### src/rtl/display_scheduler.sv
// display_scheduler: selects time or rotating score bytes for a 2-digit display,
// blanking it briefly after each hit.
module display_scheduler #(
  parameter int HOLD_TICKS  = 8,
  parameter int FLASH_TICKS = 3
) (
  input  logic        clk,
  input  logic        rst,
  input  logic        tick,
  input  logic        game_active,
  input  logic        game_over,
  input  logic        hit,
  input  logic [7:0]  time_bcd,
  input  logic [15:0] score_bcd,
  output logic [7:0]  score_val,
  output logic [1:0]  src,
  output logic        blank
);
  localparam int MAXT = HOLD_TICKS > FLASH_TICKS ? HOLD_TICKS : FLASH_TICKS;
  localparam int CW   = MAXT > 1 ? $clog2(MAXT) : 1;
  typedef enum logic [2:0] {IDLE, TIME, FLASH, HI, LO} state_t;
  state_t          state_q, state_d, over_st;
  logic [CW-1:0]   cnt_q, cnt_d;
  logic [7:0]      score_val_q;
  logic [1:0]      src_q;
  logic            blank_q;
  logic            top_zero, flash_done, hold_done;
  assign top_zero   = score_bcd[15:8] == 8'h00;
  assign flash_done = cnt_q == CW'(FLASH_TICKS - 1);
  assign hold_done  = cnt_q == CW'(HOLD_TICKS - 1);
  // A zero top byte skips HI so leading zeros never reach the display.
  assign over_st    = game_over ? (top_zero ? LO : HI) : IDLE;
  always_comb begin
    state_d = state_q;
    cnt_d   = cnt_q;
    case (state_q)
      IDLE: state_d = game_active ? TIME : over_st;
      TIME: state_d = !game_active ? over_st : (hit ? FLASH : TIME);
      FLASH: begin
        if (!game_active) state_d = over_st;
        else if (hit) cnt_d = '0;
        else if (tick) begin
          state_d = flash_done ? TIME : FLASH;
          cnt_d   = flash_done ? '0 : cnt_q + 1'b1;
        end
      end
      HI, LO: begin
        if (game_active) state_d = TIME;
        else if (!game_over) state_d = IDLE;
        else if (state_q == HI && top_zero) state_d = LO;
        else if (tick) begin
          state_d = !hold_done ? state_q : ((state_q == HI || top_zero) ? LO : HI);
          cnt_d   = hold_done ? '0 : cnt_q + 1'b1;
        end
      end
      default: state_d = IDLE;
    endcase
    if (state_d != state_q) cnt_d = '0;
  end
  always_ff @(posedge clk) begin
    if (!rst) begin
      state_q     <= IDLE;
      cnt_q       <= '0;
      score_val_q <= 8'h00;
      src_q       <= 2'b00;
      blank_q     <= 1'b1;
    end else begin
      state_q     <= state_d;
      cnt_q       <= cnt_d;
      score_val_q <= (state_d == TIME || state_d == FLASH) ? time_bcd :
                     state_d == HI ? score_bcd[15:8] :
                     state_d == LO ? score_bcd[7:0] : 8'h00;
      src_q       <= (state_d == TIME || state_d == FLASH) ? 2'b01 :
                     state_d == HI ? 2'b10 :
                     state_d == LO ? 2'b11 : 2'b00;
      blank_q     <= state_d == IDLE || state_d == FLASH;
    end
  end
  assign score_val = score_val_q;
  assign src       = src_q;
  assign blank     = blank_q;
endmodule

### config.mk
export PLATFORM = sky130hd
export DESIGN_NAME = display_scheduler
export DESIGN_NICKNAME = d
export VERILOG_FILES = /design/src/rtl/display_scheduler.sv
export SDC_FILE = /design/constraint.sdc
export NUM_CORES = 1
export LEC_CHECK = 0
export CAP_MARGIN = 40
export CORE_MARGIN = 4
export CORE_UTILIZATION = 30
export CTS_CLUSTER_DIAMETER = 150
export DETAILED_ROUTE_END_ITERATION = 8
export HOLD_SLACK_MARGIN = 0.08
export SYNTH_ARGS = -nofsm -noshare
export SYNTH_HDL_FRONTEND = slang
export SYNTH_SLANG_ARGS = --single-unit
### constraint.sdc
create_clock -name clk -period 5.9 [get_ports clk]
set_input_delay 1.18 -clock clk [delete_from_list [all_inputs] [get_ports clk]]
set_output_delay 1.18 -clock clk [all_outputs]
set_load 0.02 [all_outputs]
==> metrics.yaml <==
global_routing:
  grt_max_degree: 17
  grt_pass1_wl_microns: 5870
  antenna_found_initial: 0
  grt_overflow: 0
  grt_usage_pct: 13.7
  grt_pass1_vias: 1228
setup_path:
  worstSetupPathType: "input port to flop"
  worstPathMaxFanout: 11
  reg2reg_depth: 5
  crit_path_start_kind: "input port"
  ff2ff_setup_slack_ns: 3.51
  arrival_ns: 3.60
  worstPathRequired_ns: 6.02
  cp_top_family: "compound AO/OA/AOI/OAI gates"
  startpoint: "score_bcd[12]"
  crit_path_cell_trace: "clkdlybuf4s50_1 -> nor4_2 -> a21oi_1 -> o211ai_1 -> a31o_1 -> a311oi_1"
  critical_path_buf_inv_count: 1
  critical_path_depth: 6
  slowest_delay_ns: 0.69
  crit_path_end: "score_val[4]"
  r2r_end: "cnt_q[1]"
  crit_path_end_kind: "flop"
  cpMaxStageDelayCell: "o211ai_1"
  reg2reg_from: "state_q[0]"
detailed_routing:
  wl_met1_microns: 1700
  wl_met3_microns: 274
  wl_met2_microns: 1890
  first_pass_iters: 4
  via_count: 1326
  wire_per_inst_microns: 17.7
  drcViolationCount: 0
  ant_nets: 0
  drt_iter0_drc: 85
  avgViaCountPerCell: 6.00
  wirelength_microns: 3910
  routed.top_layer: "met4"
place:
  placed_cells: 217
  hpwl_microns: 3000
  place.gp.congestion: 0.832
  io_buffers: 40
  place_area_sq_um: 1680
timing:
  slew_viol_final: 0
  setup_viol_count_final: 0
  rsz0062_at_grt: "no"
  final.setup.tns_ns: 0
  hold_viol: 0
  fmax_ghz: 0.288
  whs_ns: 0.572
  finalCritPeriodShare_pct: 58.9
  worst_clock_skew_ns: 0.0114
  relSlewSlack_pct: 45.3
  worstMarginPinSlew_ns: 0.817
  final.min_clock_period_ns: 3.48
flow_run:
  cap_violations: 0
cells_and_area:
  regArea_sq_um: 340
  diodes: 0
  syn2layout_area_growth_pct: 34.0
  stdcell_count: 221
  multiInputGateArea_sq_um: 856
  design_area_sq_um: 1720
  nFillCells: 403
  nets: 205
  final_cell_mix: "40 x clkdlybuf4s50_1, 17 x a311oi_1, 17 x dfxtp_1, 11 x o211ai_1, 9 x nand3_1"
  drive_gt1_share_pct: 10.5
  final_common_cell: "clkdlybuf4s50_1"
synthesis:
  ys_types: 48
  yosys_warnings: 0
  synthCells: 139
  syn_nets: 172
  synth_edf_count: 0
  syn_area_sq_um: 1290
  yosys_most_used_dff: "dfxtp_1"
  avgSynthCellArea_sq_um: 9.25
  ys_seq_area_share_pct: 26.5
  yosys_register_bits: 17
  async_reset_ff_share_pct: 0
hold_path:
  hold_path_class: "flop to flop"
  min_from: "cnt_q[0]"
power_and_ir_drop:
  power_switching_uw: 97.7
  swShare_pct: 30.8
  pwr-share-comb_pct: 31.5
  ir_worst_vdd_mv: 0.0737
  internal_power_uw: 220
  p_seq_share_pct: 40.9
  leakagePower_nw: 0.558
  pwr-share-clk_pct: 27.6
  power.density_nw_per_um2: 184
clock_tree:
  ctsResizeCount: 0
  cts_num_sinks: 17
  cts_hold_buf: 0
  h-tree-depth: 1
  cts_root_buf: "clkbuf_8"
  clk_pin_slew_ns: 0.08
  clock_latency_ns: 0.25
  clk_path_buf_depth: 2
  cts_tree: "done"
  cts_made_buffers: 3
  cts_setup_buffers: 0
status:
  status: "complete, no violations"
die:
  fp.dieW_microns: 73.5
  io_pins: 41
  core_sq_um: 4090
  rows: 23
  start_util_pct: 31.5
  dieArea_sq_um: 5400
  die_h_microns: 73.5
metrics by stage:
stage | total power, mW | util (%) | worst slack [ns]
3_3_place_gp | 0.231 | 41.1 | 2.26
5_1_grt | 0.332 | 42.2 | 2.31
2_1_floorplan | 0.188 | - | 3.08
3_5_place_dp | 0.232 | 41.1 | 2.24
6_report | 0.317 | 42.2 | 2.42
4_1_cts | 0.320 | 42.2 | 2.50
per-layer routing:
metal  global-route usage, %  vias up
met5                       0        -
met4                    2.41        0
met3                    3.97        6
met2                    22.9       50
met1                    17.6      634
li1                        -      636
registers in the layout, summed over array words and instances (netlist names):
name	cells
blank	1
cnt_q	3
score_val	8
src	2
state_q	3
synth_stat cells, types with 4 or more instances:
library cell	instances	area (sq um)
dfxtp_1	17	340
a311oi_1	17	149
o211ai_1	11	82.6
a21o_1	4	30.0
clkbuf_1	5	18.8
nand3_1	9	45.0
a21oi_1	6	30.0
cell families (layout without fill, tap and decap cells):
logic type | count (synthesis) | after routing | synth area share [%]
multiplexers | 3 | 3 | 2.33
AND/OR/NAND/NOR | 38 | 38 | 20.2
flip-flops | 17 | 17 | 26.5
XOR/XNOR | 1 | 1 | 0.681
adder cells (fa/ha/maj) | 3 | 3 | 2.92
AO/OA/AOI/OAI | 61 | 61 | 40.4
buffers and inverters | 16 | 48 | 7.00
power by group through the flow:
stage | Sequential, mW | Combinational [mW] | Clock, mW
3_5_place_dp | 0.133 | 0.0991 | 0
3_3_place_gp | 0.133 | 0.0981 | 0
2_1_floorplan | 0.138 | 0.0499 | 0
6_report | 0.130 | 0.0998 | 0.0876
5_1_grt | 0.131 | 0.106 | 0.0948
4_1_cts | 0.130 | 0.0995 | 0.0906
how the worst min path moves through the flow:
stage,endpoint,cells after the start
3_3_place_gp,cnt_q[1],2
4_1_cts,cnt_q[0],2
5_1_grt,cnt_q[1],2
3_5_place_dp,cnt_q[0],2
2_1_floorplan,cnt_q[1],2
6_report,cnt_q[0],2
worst reg2reg max path: stages, from the launching register on:
cell	delay (ns)
dfxtp_1	0.67
or3b_1	0.36
a31oi_1	0.15
a2111oi_2	0.64
mux2i_1	0.17
a2111oi_1	0.28
area by class of cell:
class                   count  share of cell area, %
clock buffers               3                   2.39
repair buffers             41                   23.7
inverters                   3                  0.653
well taps                  50                   3.63
multi-input cells         106                   49.6
clock inverters             1                  0.290
flip-flops and latches     17                   19.7
Power figures use the tool's default switching activity.
